==> config.mk <==
export PLATFORM = sky130hd
export DESIGN_NAME = edp_mulseq
export DESIGN_NICKNAME = d
export VERILOG_FILES = /design/src/rtl/edp_mulseq.sv
export SDC_FILE = /design/constraint.sdc
export NUM_CORES = 1
export LEC_CHECK = 0
export CORE_UTILIZATION = 45
export CTS_CLUSTER_SIZE = 30
export DETAILED_ROUTE_END_ITERATION = 8
export PLACE_DENSITY_LB_ADDON = 0.2
export SYNTH_ARGS = -nofsm -noshare
export SYNTH_HDL_FRONTEND = slang
export SYNTH_SLANG_ARGS = --single-unit
==> constraint.sdc <==
create_clock -name i_clk -period 8.29 [get_ports i_clk]
set_input_delay 2.487 -clock i_clk [delete_from_list [all_inputs] [get_ports i_clk]]
set_output_delay 2.487 -clock i_clk [all_outputs]
set_load 0.005 [all_outputs]
==> src/rtl/edp_mulseq.sv <==
// edp_mulseq: iterative W-bit signed multiply (radix-2 Booth) and divide (non-restoring)
// sequencer for the EBOX data path; one step per clock, 2W-bit result on {hi,lo}.
module edp_mulseq #(
  parameter int unsigned W  = 36,
  parameter int unsigned CW = $clog2(W + 1)
) (
  input  logic          i_clk,
  input  logic          i_reset_n,
  input  logic          i_start,
  input  logic          i_op,
  input  logic          i_abort,
  input  logic [0:W-1]  i_a,
  input  logic [0:W-1]  i_b_hi,
  input  logic [0:W-1]  i_b_lo,
  output logic          o_busy,
  output logic          o_done,
  output logic          o_no_divide,
  output logic [0:W-1]  o_hi,
  output logic [0:W-1]  o_lo,
  output logic [0:CW-1] o_step_cnt
);

  typedef enum logic [1:0] {StIdle, StRun, StFix} state_e;

  state_e        r_state;
  logic          r_op;
  logic          r_bb;
  logic          r_busy;
  logic          r_done;
  logic          r_nd;
  logic          r_ndp;
  logic          r_sd;
  logic          r_sv;
  logic [0:W-1]  r_a;
  logic [0:W-1]  r_hi;
  logic [0:W-1]  r_lo;
  logic [0:CW-1] r_cnt;

  logic [0:2*W]  w_dmag;
  logic [0:2*W]  w_vlim;
  logic [0:W]    w_vmag;
  logic          w_nodiv;
  logic [0:W]    w_bsum;
  logic [0:W]    w_dsh;
  logic [0:W]    w_dnew;
  logic [0:W-1]  w_rem;
  logic [0:W-1]  w_rfin;
  logic [0:W-1]  w_quo;

  always_comb begin
    // Divide operands as magnitudes; a too-large dividend can never reach the negate overflow.
    w_dmag  = i_b_hi[0] ? (~{1'b1, i_b_hi, i_b_lo} + {{(2 * W){1'b0}}, 1'b1})
                        : {1'b0, i_b_hi, i_b_lo};
    w_vmag  = i_a[0] ? (~{1'b1, i_a} + {{W{1'b0}}, 1'b1}) : {1'b0, i_a};
    w_vlim  = {1'b0, w_vmag, {(W - 1){1'b0}}};
    w_nodiv = (w_dmag >= w_vlim);

    case ({r_lo[W-1], r_bb})
      2'b01:   w_bsum = {r_hi[0], r_hi} + {r_a[0], r_a};
      2'b10:   w_bsum = {r_hi[0], r_hi} - {r_a[0], r_a};
      default: w_bsum = {r_hi[0], r_hi};
    endcase

    // Partial remainder stays within (-|V|-1, |V|), so W bits hold it between steps.
    w_dsh  = {r_hi, r_lo[0]};
    w_dnew = r_hi[0] ? (w_dsh + {1'b0, r_a}) : (w_dsh - {1'b0, r_a});
    w_rem  = r_hi[0] ? (r_hi + r_a) : r_hi;
    w_rfin = r_sd ? -w_rem : w_rem;
    w_quo  = (r_sd ^ r_sv) ? -r_lo : r_lo;
  end

  always_ff @(posedge i_clk or negedge i_reset_n) begin
    if (!i_reset_n) begin
      r_state <= StIdle;
      r_op    <= 1'b0;
      r_bb    <= 1'b0;
      r_busy  <= 1'b0;
      r_done  <= 1'b0;
      r_nd    <= 1'b0;
      r_ndp   <= 1'b0;
      r_sd    <= 1'b0;
      r_sv    <= 1'b0;
      r_a     <= '0;
      r_hi    <= '0;
      r_lo    <= '0;
      r_cnt   <= '0;
    end else begin
      r_done <= 1'b0;
      unique case (r_state)
        StIdle: begin
          if (i_start && !i_abort) begin
            r_busy <= 1'b1;
            r_nd   <= 1'b0;
            r_op   <= i_op;
            r_bb   <= 1'b0;
            r_sd   <= i_b_hi[0];
            r_sv   <= i_a[0];
            if (!i_op) begin
              r_a     <= i_a;
              r_hi    <= '0;
              r_lo    <= i_b_lo;
              r_ndp   <= 1'b0;
              r_cnt   <= CW'(W);
              r_state <= StRun;
            end else if (w_nodiv) begin
              // Rejected divide: dividend stays visible, completion on the next edge.
              r_a     <= i_a;
              r_hi    <= i_b_hi;
              r_lo    <= i_b_lo;
              r_ndp   <= 1'b1;
              r_cnt   <= '0;
              r_state <= StFix;
            end else begin
              r_a     <= w_vmag[1:W];
              r_hi    <= w_dmag[1:W];
              r_lo    <= w_dmag[W+1:2*W];
              r_ndp   <= 1'b0;
              r_cnt   <= CW'(W);
              r_state <= StRun;
            end
          end
        end
        StRun: begin
          if (i_abort) begin
            r_busy  <= 1'b0;
            r_hi    <= '0;
            r_lo    <= '0;
            r_cnt   <= '0;
            r_state <= StIdle;
          end else begin
            if (!r_op) begin
              r_hi <= w_bsum[0:W-1];
              r_lo <= {w_bsum[W], r_lo[0:W-2]};
              r_bb <= r_lo[W-1];
            end else begin
              r_hi <= w_dnew[1:W];
              r_lo <= {r_lo[1:W-1], ~w_dnew[0]};
            end
            r_cnt <= r_cnt - 1'b1;
            if (r_cnt == CW'(1)) begin
              r_state <= StFix;
            end
          end
        end
        StFix: begin
          if (i_abort) begin
            r_hi <= '0;
            r_lo <= '0;
          end else begin
            if (r_ndp) begin
              r_nd <= 1'b1;
            end else if (r_op) begin
              r_hi <= w_rfin;
              r_lo <= w_quo;
            end
            r_done <= 1'b1;
          end
          r_ndp   <= 1'b0;
          r_busy  <= 1'b0;
          r_cnt   <= '0;
          r_state <= StIdle;
        end
        default: r_state <= StIdle;
      endcase
    end
  end

  assign o_busy      = r_busy;
  assign o_done      = r_done;
  assign o_no_divide = r_nd;
  assign o_hi        = r_hi;
  assign o_lo        = r_lo;
  assign o_step_cnt  = r_cnt;

endmodule

==> results of run 1 <==
[synth_stat cells, drive strengths merged, types with 24 or more instances]
cell type / number
o21a: 24
nor3: 94
o21ai: 282
or4: 28
a21o: 49
o22ai: 31
nand4: 35
a31oi: 41
a21oi: 214
a22oi: 36
mux2i: 57
buf: 40
nor2: 332
clkbuf: 132
or3: 54
nand2: 251
xnor2: 217
nand2b: 33
inv: 56
o31ai: 44
nand3: 56
dfrtp: 124
ha: 156
nor4: 38
a211oi: 29
xor2: 148
[logic make-up after synthesis]
logic type / after synthesis
AOI/OAI and AO/OA: 929
adders and majority gates: 159
buffers and inverters: 228
DFF: 124
xor gates and xnor gates: 365
and+or+nand+nor: 1034
muxes: 66
other: 1
[layout make-up]
cell class	instances	area [µm²]	share of cell area [%]
multi-input combinational	2554	17100	67.3
clock inverter	15	175	0.688
clock buffer	17	425	1.67
inverter	56	210	0.826
tap	600	751	2.95
timing repair buffer	403	3650	14.3
sequential	124	3110	12.2
[through the flow]
stage	instance area, µm²	utilization (%)	power [W]
4_1_cts	25100	55.1	0.0113
5_1_grt	25400	55.9	0.0125
2_1_floorplan	20800	-	0.00773
6_report	25400	55.9	0.0116
3_3_place_gp	24400	53.6	0.0104
3_5_place_dp	24400	53.6	0.0105
[sequential cells by signal, indices dropped and copies added (netlist names)]
register / flops
o_busy: 1
o_done: 1
o_hi: 36
o_lo: 36
o_no_divide: 1
o_step_cnt: 6
r_a: 36
r_bb: 1
r_ndp: 1
r_op: 1
r_sd: 1
r_state: 2
r_sv: 1
[report_power, final]
| group | total [W] | switching, W | internal (W) |
|---|---|---|---|
| Combinational | 0.00908 | 0.00539 | 0.00368 |
| Sequential | 0.00174 | 0.000867 | 0.000877 |
| Clock | 0.000788 | 0.000335 | 0.000452 |
| Total | 0.0116 | 0.00660 | 0.00501 |
[worst max-delay path: stages]
cell and delay, ns:
clkbuf_2 0.09, or4_4 0.52, nand4b_4 0.24, or3_4 0.37
or4_4 0.54, or3_4 0.41, or2_4 0.28, or3_4 0.35
o31ai_4 0.29, xnor2_2 0.12, ha_1 0.30, nand4_1 0.09
nor2_2 0.17, nand4_1 0.16, nor4_2 0.17, o2111ai_1 0.15
nor4_1 0.33, and4_1 0.26, or3_4 0.23, buf_6 0.17
and2_1 0.26, buf_4 0.17, mux2i_1 0.07, o21ai_0 0.18
[metal layers]
layer,vias to the layer above,part of all wire [%],track usage [%]
met5,-,0.030,0
met2,1196,43,56.3
met3,162,9.1,6.09
li1,11200,-,-
met4,4,3.0,12.1
met1,11600,45,53.2
[path summary, 6_finish.rpt]
kind                       startpoint        to  slack, ns  cells past startpoint
min in group asynchronous   i_reset_n  o_lo[14]       2.03                      1
max                        i_b_lo[14]     r_ndp       0.24                     24
min                              r_bb      r_bb       0.50                      1
min reg2reg                      r_bb      r_bb       0.50                      1
max in group asynchronous   i_reset_n   o_hi[0]       4.82                      2
max reg2reg                   r_a[34]  o_lo[35]       2.03                     23
[timing repair]
action	4_1_cts	5_1_grt
resized for setup	14	86
buffers inserted	0	7
cloned	0	2
endpoints found under the hold margin	0	0
pin swaps	1	43
setup endpoints to repair	89	111
==> qor.yml, run 1 <==
start_util_pct: 45.7
dp_cells: 3729
antenna_found_initial: 2
synth-xor-area-share_pct: 15.4
post-place-ws_ns: -0.755
drtIter0Drc: 2646
mappedNetlistArea_um2: 20800
yosysSeqAreaShare_pct: 14.9
netlist.area_leader.share_pct: 14.9
finalSetupTns_ns: 0
fillers: 4440
cp-end-kind: "flip-flop"
vias_per_cell: 6.42
setup_viol: 0
drv_slew: 0
postSynthAreaPerCell_um2: 7.15
finalCriticalPeriod_ns: 8.05
power.density_nw_per_um2: 456
skew_ns: 0.0133
ioPinCount: 194
synthTopCellsByArea: "dfrtp_1 15%, ha_1 9.4%, xnor2_1 9.1%"
ant_nets: 0
crit_type: "input port to flip-flop"
final_nets: 3428
ir_drop_mv: 0.241
async_flop_share_pct: 100
routabilityCongestion: 1.01
cts_made_buffers: 17
max-cap-violations: 0
row_count: 78
grt_first_pass_wirelength_um: 136000
synth_cell_types: 90
diodes: 0
clock_latency_ns: 0.46
ys_warn_count: 0
drive_above_1_share_pct: 11.3
vias: 24200
critPathLaunchType: "input port"
status: "completed"
place.port_buffers: 193
grt_max_degree: 81
cts_tree: "built"
synth-edff-count: 0
min_path_type: "flip-flop to flip-flop"
hold_buffers: 0
drc_errors: 0
final_common_cell: "nor2_1"
maxSlewHeadroom_pct: 31.1
tightest_slew_ns: 1.02
clockBufferDepth: 2
arrival_ns: 8.42
layout.cells.non_filler: 3769
fin_crit_sh_pct: 97.1
yosysTopAreaCell: "dfrtp_1"
htree_num_levels: 4
p_leak_nw: 10.6
syn_nets: 3178
drtPass1Iterations: 6
grt_overflow_total: 0
synthFlopType: "dfrtp_1"
cts.sink_count: 124
area_delta_synth_final_pct: 22.4
core-area_um2: 45500
synth_top_family_by_area: "compound AO/OA/AOI/OAI gates"
grt_pass1_vias: 22600
clock-root-buffer: "clkbuf_16"
globalRouteTotalUtil_pct: 37.2
path_clk_slew_ns: 0.06
synth_compound_area_share_pct: 28.4
dieArea_um2: 47000
finalHoldViolations: 0
synthMuxAreaShare_pct: 3.23
dp_hpwl_um: 70500
required_ns: 8.66
crit_fanout: 11
dieWidth_um: 217
die_h_um: 217
synth-simple-area-share_pct: 24.1
ys_ff_latch: 124
hold_slack_ns: 0.504
wl_um: 89200
final_cell_mix: "328 x nor2_1, 262 x o21ai_0, 248 x nand2_1, 213 x a21oi_1, 212 x xnor2_1"
fin_ws_ns: 0.240
fmax_ghz: 0.124
synth-adder-area-share_pct: 9.68
post_drt_wl_per_cell_um: 23.7
netlist_instances: 2906
Power figures use the tool's default switching activity.
==> run 2: changes to the inputs <==
--- a/config.mk
+++ b/config.mk
@@ -5,6 +5,7 @@
 export SDC_FILE = /design/constraint.sdc
 export NUM_CORES = 1
 export LEC_CHECK = 0
+export CAP_MARGIN = 30
 export CORE_UTILIZATION = 45
 export CTS_CLUSTER_SIZE = 30
 export DETAILED_ROUTE_END_ITERATION = 8
==> run 2 against run 1 <==
Largest power group unchanged. Cell area decreased by 0.50%. Via count increased by 0.15%. Highest routed layer unchanged. Non-clock buffer count decreased by 2. Critical path type unchanged. First-iteration DRC count increased by 14%. Sequential power about the same.
==> qor.yml, run 2 (synthesized netlist as in run 1, its figures left out) <==
path_cells: "clkdlybuf4s50_1, inv_1, ha_1, nor2b_1, nand2_1, or4_1, or3_1, or4_1, o31ai_4, xnor2_1, ha_1, a21o_1, a21o_1, a21oi_1, o21ai_0, o21ai_1, a31oi_1, or3_4, buf_4, nor3b_1, xor2_1, a22oi_1, o21ai_1"
p_leak_nw: 10.4
grt_pass1_vias: 22400
dieArea_um2: 47000
dp_hpwl_um: 70500
final_area_um2: 25300
vias_per_cell: 6.43
drtIter0Drc: 3026
cpLargestDelayFamily: "simple AND/OR/NAND/NOR gates"
ioPinCount: 194
cp_slowest_stage_delay_ns: 0.55
required_ns: 8.67
place.port_buffers: 193
final_cell_mix: "330 x nor2_1, 263 x o21ai_0, 248 x nand2_1, 213 x a21oi_1, 211 x xnor2_1"
placed_cell_area_um2: 24400
finalHoldViolations: 0
drc_errors: 0
hold_buffers: 0
routabilityCongestion: 1.01
cts_tree: "built"
ir_drop_mv: 0.278
drv_slew: 0
row_count: 78
core-area_um2: 45500
wl_um: 89000
htree_num_levels: 4
fmax_ghz: 0.123
final_common_cell: "nor2_1"
cp_slowest_cell: "or4_1"
critPathLaunchType: "input port"
setup_viol: 0
grt_overflow_total: 0
die_h_um: 217
fin_crit_sh_pct: 98.3
dieWidth_um: 217
clockBufferDepth: 2
grt_max_degree: 81
final_nets: 3426
maxSlewHeadroom_pct: 26.6
skew_ns: 0.0169
arrival_ns: 8.53
post_drt_wl_per_cell_um: 23.6
drtPass1Iterations: 6
finalCriticalPeriod_ns: 8.15
drive_above_1_share_pct: 10.8
clock_latency_ns: 0.46
start_util_pct: 45.7
max-cap-violations: 0
tightest_slew_ns: 1.07
grt_first_pass_wirelength_um: 135000
cp-end-kind: "flip-flop"
cts.sink_count: 124
ant_nets: 0
crit_fanout: 5
area_delta_synth_final_pct: 21.8
cts_made_buffers: 17
crit_type: "input port to flip-flop"
path_clk_slew_ns: 0.07
clock-root-buffer: "clkbuf_16"
antenna_found_initial: 3
min_path_type: "flip-flop to flip-flop"
vias: 24200
status: "completed"
globalRouteTotalUtil_pct: 36.9
power.density_nw_per_um2: 457
finalSetupTns_ns: 0
worst-path-buf-inv: 3
## run 2: cell types whose count changed in the layout (fill, tap and decap cells not counted), sizes merged
cell / delta
buf: -1
bufinv: -2
clkbuf: -3
clkdlybuf4s50: +13
clkinv: -1
clkinvlp: -1
diode: +1
dlymetal6s2s: -11
inv: +4
## run 2: what timing repair did
| action | 4_1_cts | 5_1_grt |
|---|---|---|
| setup endpoints to repair | 89 | 111 |
| endpoints found under the hold margin | 0 | 0 |
| pin swaps | 2 | 26 |
| cloned | 0 | 1 |
| resized for setup | 12 | 58 |
| setup buffers | 0 | 4 |
## run 2: report_power, final
part / switching, W / internal, W
registers: 0.000865 / 0.000877
logic: 0.00541 / 0.00368
clock network: 0.000346 / 0.000398
## run 2: final cells by class
type	instances	area [µm²]
fillers	4461	20200
diodes	1	2.50
well taps	600	751
inverters	56	210
clock inverters	15	141
multi-input cells	2554	17100
repair buffers	401	3600
clock buffers	17	425
flip-flops and latches	124	3110
## run 2: per-layer routing
layer | part of all wire, % | track usage (%) | wire [µm]
met2 | 43 | 56.8 | 38600
met5 | 0.015 | 0 | 13
met3 | 9.4 | 5.16 | 8370
met4 | 2.4 | 10.0 | 2130
met1 | 45 | 53.4 | 39900
## run 2: path summary, 6_finish.rpt
kind | from | cells after the start | endpoint | slack [ns]
worst max-delay path | i_b_lo[35] | 23 | o_hi[23] | 0.14
worst min-delay path | r_bb | 1 | r_bb | 0.51
worst max register to register | r_a[34] | 23 | o_lo[35] | 1.98
worst min register to register | r_bb | 1 | r_bb | 0.51
max in group asynchronous | i_reset_n | 2 | o_hi[0] | 4.83
min in group asynchronous | i_reset_n | 1 | o_lo[14] | 2.04
## run 2: per-stage QoR
step	hold WS (ns)	std cells	util (%)	setup slack [ns]	total power, W
CTS	0.506	3762	55.0	0.0111	0.0113
finish	0.512	3768	55.7	0.144	0.0116
floorplan	0.466	2906	-	0.479	0.00773
global route	0.518	3767	55.7	-0.0371	0.0124
detailed placement	0.489	3730	53.6	-0.784	0.0105
global placement	0.486	3729	53.6	-0.577	0.0104
## run 2: worst register-to-register path, delay by kind of cell (launching register included)
family	cells	cell delay, ns
XOR/XNOR	2	0.61
buffers and inverters	1	0.19
AND/OR/NAND/NOR	10	2.43
AO/OA/AOI/OAI	9	1.93
flip-flops	1	0.59
adder cells (fa/ha/maj)	1	0.38
